[src/rtl/xgmii_rx_stats_pkg.sv]
// Shared XGMII control characters, FSM encoding, lane-decode result type
// and saturating adders for the RX statistics engine.
package xgmii_rx_stats_pkg;
   localparam int         NUM_LANES   = 8;
   localparam logic [7:0] XGMII_START = 8'hFB;
   localparam logic [7:0] XGMII_TERM  = 8'hFD;
   localparam logic [7:0] XGMII_ERR   = 8'hFE;
   localparam logic [7:0] XGMII_IDLE  = 8'h07;

   typedef enum logic {IDLE = 1'b0, DATA = 1'b1} rx_state_e;

   typedef struct packed {
      logic       start_l0;
      logic       start_l4;
      logic       term_vld;
      logic [2:0] term_lane;
      logic       err;
      logic       other_ctl;
   } lane_dec_t;

   function automatic logic [15:0] sat_add16(input logic [15:0] a, input logic [15:0] b);
      logic [16:0] s;
      s = {1'b0, a} + {1'b0, b};
      return s[16] ? 16'hFFFF : s[15:0];
   endfunction

   function automatic logic [31:0] sat_add32(input logic [31:0] a, input logic [31:0] b);
      logic [32:0] s;
      s = {1'b0, a} + {1'b0, b};
      return s[32] ? 32'hFFFF_FFFF : s[31:0];
   endfunction
endpackage

[src/rtl/xgmii_rx_stats_lane_decode.sv]
// Registered per-lane classification of one 64-bit XGMII word into the
// start / terminate / error / stray-control summary the frame FSM consumes.
module xgmii_lane_decode
   import xgmii_rx_stats_pkg::*;
(
   input  logic                   sys_clk,
   input  logic                   sys_rst,
   input  logic [NUM_LANES*8-1:0] rxd,
   input  logic [NUM_LANES-1:0]   rxc,
   output lane_dec_t              dec
);
   logic [NUM_LANES-1:0] is_start, is_term, is_err;
   lane_dec_t            dec_d;
   logic                 seen_term;

   for (genvar k = 0; k < NUM_LANES; k++) begin : g_lane
      assign is_start[k] = rxc[k] & (rxd[8*k +: 8] == XGMII_START);
      assign is_term[k]  = rxc[k] & (rxd[8*k +: 8] == XGMII_TERM);
      assign is_err[k]   = rxc[k] & (rxd[8*k +: 8] == XGMII_ERR);
   end

   always_comb begin
      dec_d          = '0;
      seen_term      = 1'b0;
      dec_d.start_l0 = is_start[0];
      dec_d.start_l4 = is_start[4];
      dec_d.term_vld = |is_term;
      dec_d.err      = |is_err;
      for (int k = NUM_LANES - 1; k >= 0; k--)
         if (is_term[k]) dec_d.term_lane = 3'(k);
      // Control chars after the terminate (idles, a lane-4 restart) are legal.
      for (int k = 0; k < NUM_LANES; k++) begin
         if (is_term[k]) seen_term = 1'b1;
         if (!seen_term && rxc[k] && !is_err[k] && !(is_start[k] && (k == 0 || k == 4)))
            dec_d.other_ctl = 1'b1;
      end
   end

   always_ff @(posedge sys_clk) begin
      if (sys_rst) dec <= '0;
      else         dec <= dec_d;
   end
endmodule

[src/rtl/xgmii_rx_stats.sv]
// Per-port XGMII RX statistics: frame delimiting and length check, error
// total, and per-period good-frame / good-byte snapshots.
module xgmii_rx_stats
   import xgmii_rx_stats_pkg::*;
#(
   parameter int unsigned TICK_CYCLES = 156_250_000,
   parameter int unsigned MIN_LEN     = 64,
   parameter int unsigned MAX_LEN     = 1518
) (
   input  logic        sys_clk,
   input  logic        sys_rst,
   input  logic [63:0] xgmii_rxd,
   input  logic [7:0]  xgmii_rxc,
   output logic        frame_done,
   output logic [15:0] frame_len,
   output logic        frame_bad,
   output logic [31:0] rx_pps,
   output logic [31:0] rx_throughput,
   output logic [31:0] rx_err_total,
   output logic        period_tick
);
   lane_dec_t   dec;
   rx_state_e   state;
   logic [15:0] acc, close_acc, close_len;
   logic        bad_seen, close, close_err, giant, runt;
   logic [31:0] tick_cnt, pps_acc, byte_acc, pps_next, byte_next;
   logic        tick, good;

   xgmii_lane_decode u_dec (
      .sys_clk (sys_clk),
      .sys_rst (sys_rst),
      .rxd     (xgmii_rxd),
      .rxc     (xgmii_rxc),
      .dec     (dec)
   );

   always_comb begin
      close     = 1'b0;
      close_err = bad_seen;
      close_acc = acc;
      if (state == DATA) begin
         if (dec.start_l0) begin
            close     = 1'b1;
            close_err = 1'b1;
         end else if (dec.term_vld) begin
            close     = 1'b1;
            close_acc = sat_add16(acc, {13'd0, dec.term_lane});
            close_err = bad_seen | dec.err | dec.other_ctl;
         end else if (dec.start_l4) begin
            close     = 1'b1;
            close_err = 1'b1;
            close_acc = sat_add16(acc, 16'd4);
         end
      end
      // acc counts the 8 preamble/SFD bytes, the start char being byte 0.
      close_len = (close_acc < 16'd8) ? 16'd0 : close_acc - 16'd8;
      giant     = close_len > 16'(MAX_LEN);
      runt      = close_len < 16'(MIN_LEN);
   end

   always_ff @(posedge sys_clk) begin
      if (sys_rst) begin
         state      <= IDLE;
         acc        <= '0;
         bad_seen   <= 1'b0;
         frame_done <= 1'b0;
         frame_len  <= '0;
         frame_bad  <= 1'b0;
      end else begin
         frame_done <= close;
         if (close) begin
            frame_len <= giant ? 16'(MAX_LEN + 1) : close_len;
            frame_bad <= close_err | runt | giant;
         end
         case (state)
            IDLE: begin
               bad_seen <= 1'b0;
               if (dec.start_l0) begin
                  state <= DATA;
                  acc   <= 16'd8;
               end else if (dec.start_l4) begin
                  state <= DATA;
                  acc   <= 16'd4;
               end
            end
            DATA: begin
               if (dec.start_l0) begin
                  acc      <= 16'd8;
                  bad_seen <= 1'b0;
               end else if (dec.term_vld) begin
                  bad_seen <= 1'b0;
                  if (dec.start_l4 && dec.term_lane < 3'd4) acc <= 16'd4;
                  else                                      state <= IDLE;
               end else if (dec.start_l4) begin
                  acc      <= 16'd4;
                  bad_seen <= 1'b0;
               end else begin
                  acc      <= sat_add16(acc, 16'd8);
                  bad_seen <= bad_seen | dec.err | dec.other_ctl;
               end
            end
            default: state <= IDLE;
         endcase
      end
   end

   assign tick      = (tick_cnt == 32'(TICK_CYCLES - 1));
   assign good      = frame_done & ~frame_bad;
   assign pps_next  = sat_add32(pps_acc, {31'd0, good});
   assign byte_next = sat_add32(byte_acc, good ? {16'd0, frame_len} : 32'd0);

   always_ff @(posedge sys_clk) begin
      if (sys_rst) begin
         tick_cnt      <= '0;
         pps_acc       <= '0;
         byte_acc      <= '0;
         rx_pps        <= '0;
         rx_throughput <= '0;
         rx_err_total  <= '0;
         period_tick   <= 1'b0;
      end else begin
         tick_cnt    <= tick ? 32'd0 : tick_cnt + 32'd1;
         period_tick <= tick;
         // A good frame closing on the tick lands in the outgoing snapshot.
         if (tick) begin
            rx_pps        <= pps_next;
            rx_throughput <= byte_next;
            pps_acc       <= '0;
            byte_acc      <= '0;
         end else begin
            pps_acc  <= pps_next;
            byte_acc <= byte_next;
         end
         if (frame_done && frame_bad) rx_err_total <= sat_add32(rx_err_total, 32'd1);
      end
   end
endmodule
[config.mk]
export PLATFORM = sky130hd
export DESIGN_NAME = xgmii_rx_stats
export DESIGN_NICKNAME = d
export VERILOG_FILES = /design/src/rtl/xgmii_rx_stats_pkg.sv /design/src/rtl/xgmii_rx_stats_lane_decode.sv /design/src/rtl/xgmii_rx_stats.sv
export SDC_FILE = /design/constraint.sdc
export NUM_CORES = 1
export LEC_CHECK = 0
export CORE_MARGIN = 2
export CORE_UTILIZATION = 55
export DETAILED_ROUTE_END_ITERATION = 8
export PLACE_DENSITY = 0.88
export SETUP_SLACK_MARGIN = 0.02
export SYNTH_ARGS = -nofsm -noshare
export SYNTH_HDL_FRONTEND = slang
export SYNTH_SLANG_ARGS = --single-unit
[constraint.sdc]
create_clock -name sys_clk -period 4.85 [get_ports sys_clk]
set_clock_uncertainty 0.15 [all_clocks]
set_input_delay 0.485 -clock sys_clk [delete_from_list [all_inputs] [get_ports sys_clk]]
set_output_delay 0.485 -clock sys_clk [all_outputs]
set_load 0.01 [all_outputs]
==> impl_metrics.env <==
export IMPL_status="finished clean"
export IMPL_start_kind="register"
export IMPL_cp_top_family="compound AO/OA/AOI/OAI gates"
export IMPL_postSynth_asyncResetShare_pct=0
export IMPL_synth_common_cells="nor2_1 (271), dfxtp_1 (236), nand2_1 (115)"
export IMPL_cp_num_buf_inv=3
export IMPL_synth_edf_count=0
export IMPL_hold_ws_ns=0.305
export IMPL_dp_hpwl_um=23000
export IMPL_cts_max_level=1
export IMPL_max_freq_mhz=231
export IMPL_worst_slew_pin_slew_ns=1.11
export IMPL_syn_cell_area_mm2=0.0121
export IMPL_clk_latency_ns=0.51
export IMPL_cap_violations=0
export IMPL_synthCells=1484
export IMPL_irDropWorstVdd_mv=0.191
export IMPL_place_area_mm2=0.0141
export IMPL_worst_slack_ns=0.526
export IMPL_postRouteAntennaNets=0
export IMPL_worstSetupStartpoint="acc[1]$_SDFFE_PP0P_"
export IMPL_place_detailed_instances=1882
export IMPL_routabilityCongestion=0.987
export IMPL_yosysMostFrequentCell="nor2_1"
export IMPL_max_clock_path_buffers=3
export IMPL_die_x_um=152
export IMPL_vias=11500
export IMPL_setup_violations=0
export IMPL_hp_class="register to register"
export IMPL_ys_top_cells_by_area="dfxtp_1 (39%), nor2_1 (8.4%), a21oi_1 (4.1%), xor2_1 (3.9%), xnor2_1 (3.8%)"
export IMPL_postSynthNetCount=1586
export IMPL_rsz0062_at_grt="no"
export IMPL_overflow=0
export IMPL_drt_iter0_drc=812
export IMPL_slowest_stage="a2111oi_4"
export IMPL_cp_required_ns=5.11
export IMPL_avgSynthCellArea_um2=8.17
export IMPL_netlist_cell_type_count=92
export IMPL_grt_pass1_vias=11000
export IMPL_dr_pass1_iters=5
export IMPL_min_period_ns=4.32
export IMPL_synth_top_area_share_pct=39.0
export IMPL_cts_sinks=236
export IMPL_cts_setup_buffers=0
export IMPL_diodes=0
export IMPL_grt_max_degree=97
export IMPL_dpl_worst_slack_ns=0.629
export IMPL_max_slew_margin_pct=25.9
export IMPL_cts_resized_gates=0
export IMPL_floorplan_die_area_mm2=0.0232
export IMPL_synth_top_area_cell="dfxtp_1"
export IMPL_portBuffers=188
export IMPL_drt_vias_per_instance=5.97
export IMPL_hold_violations=0
export IMPL_final_cell_area_mm2=0.0149
export IMPL_timing_final_max_slew_violations=0
export IMPL_ff2ff_path_depth=16
export IMPL_start_util_pct=55.7
export IMPL_path_class="register to register"
export IMPL_r2r_slack_ns=0.53
export IMPL_crit_fanout=12
export IMPL_hold_buffers=0
export IMPL_clkTransAtPathRegs_ns=0.06
export IMPL_cp_num_cells=16
export IMPL_cts_root_buf="clkbuf_16"
export IMPL_finalCritPeriodShare_pct=89.2
export IMPL_ys_warn_count=0
export IMPL_cp_arrival_ns=4.59
export IMPL_fin_nets=1731
export IMPL_max_stage_delay_ns=0.45
export IMPL_end_kind="register"
export IMPL_synth_main_ff_cell="dfxtp_1"
export IMPL_die_h_um=152
export IMPL_routed_wl_um=31900
export IMPL_area_growth_pct=22.8
export IMPL_core_mm2=0.0218
export IMPL_tns_ns=0
export IMPL_cts_buffers=25
export IMPL_antenna_found_initial=0
export IMPL_min_path_cells=1
export IMPL_crit_chain="ha_1 > fa_1 > a21oi_2 > nor3_2 > a211oi_4 > o2bb2ai_1 > inv_1 > ha_1 > inv_1 > a2111oi_4 > nand2_1 > xnor2_1 > nor2_1 > a211oi_2 > buf_4 > a311oi_1"
export IMPL_final_cells=1924
export IMPL_r2r_start="acc[1]$_SDFFE_PP0P_"
export IMPL_drcViolationCount=0
export IMPL_wire_per_inst_um=16.6
export IMPL_ys_seq_area_share_pct=39.0
export IMPL_grt_usage_pct=26.5
export IMPL_grt_pass1_wl_um=52700
export IMPL_row_count=54
export IMPL_power_density_mw_per_mm2=263
export IMPL_min_from="tick_cnt[0]$_SDFF_PP0_"
export IMPL_ys_ff_latch=236
export IMPL_p_leak_uw=0.00535
export IMPL_drive_gt1_share_pct=6.51
export IMPL_io_pins=189
export IMPL_cts_tree="yes"
-- kinds of logic (layout without fill, tap and decap cells) --
| family | Yosys count | in the layout | synth area share [%] |
|---|---|---|---|
| and+or+nand+nor | 688 | 688 | 28.0 |
| AOI/OAI and AO/OA | 308 | 308 | 17.5 |
| DFF | 236 | 236 | 39.0 |
| xor gates and xnor gates | 107 | 107 | 7.73 |
| buffers and inverters | 105 | 265 | 3.72 |
| adders and majority gates | 28 | 28 | 3.01 |
| muxes | 12 | 12 | 1.03 |
-- cell type report --
| cell class | count | area, um2 |
|---|---|---|
| timing repair buffer | 198 | 1950 |
| multi-input combinational | 1143 | 6970 |
| sequential | 236 | 4720 |
| tap | 280 | 350 |
| fill | 1760 | 6870 |
| clock buffer | 35 | 703 |
| inverter | 25 | 93.8 |
| clock inverter | 7 | 87.6 |
-- layer usage --
layer	up-vias	part of all wire (%)	global-route usage, %
met5	-	0	0
met4	0	4.1	11.1
met3	98	6.7	4.24
met2	477	47	45.1
met1	5341	42	33.5
li1	5563	-	-
-- flip-flops by register name, summed over array words and instances, names as in the netlist --
name / flops
period_tick: 1
rx_throughput: 32
acc: 15
frame_done: 1
rx_pps: 32
pps_acc: 32
rx_err_total: 32
byte_acc: 32
bad_seen: 1
state: 1
frame_bad: 1
tick_cnt: 32
u_dec.dec: 8
frame_len: 16
-- placed cells by master (no fill, tap or decap), types with 10 or more instances in the layout --
cell type,instances
a21oi_1,99
nor3_1,31
xnor2_1,53
or2_2,13
clkbuf_16,25
nor2_1,271
nand2_1,115
and3_1,22
dfxtp_1,236
clkdlybuf4s50_1,187
and2_1,32
or3_1,14
nand3b_1,12
a31oi_1,13
nand3_1,60
o21bai_1,10
nand4_1,33
inv_1,23
xor2_1,54
buf_4,11
a211oi_1,52
ha_1,26
and4_1,12
o21ai_0,49
nor2b_1,13
nor4_1,15
-- worst reg2reg max path, delay by kind of cell (launching register included) --
kind / cells / cell delay (ns)
AOI/OAI and AO/OA: 6 / 1.69
xor gates and xnor gates: 1 / 0.17
adders and majority gates: 3 / 0.85
buffers and inverters: 3 / 0.43
DFF: 1 / 0.36
and+or+nand+nor: 3 / 0.56
-- stage by stage --
step	total power (uW)	utilization (%)
3_5_place_dp	2110	64.8
3_3_place_gp	2110	64.8
6_report	3920	68.4
4_1_cts	3950	68.4
5_1_grt	4050	68.4
2_1_floorplan	2030	-
-- power breakdown --
| group | switching (uW) | internal (uW) |
|---|---|---|
| registers | 2.30 | 1940 |
| logic | 57.0 | 64.4 |
| clock network | 744 | 1110 |
-- path summary, 6_finish.rpt --
kind / endpoint
setup / recovery: frame_len[0]$_SDFFE_PP0P_
hold / removal: tick_cnt[0]$_SDFF_PP0_
setup reg to reg: frame_len[0]$_SDFFE_PP0P_
hold reg to reg: tick_cnt[0]$_SDFF_PP0_
(Power assumes the default switching activity.)
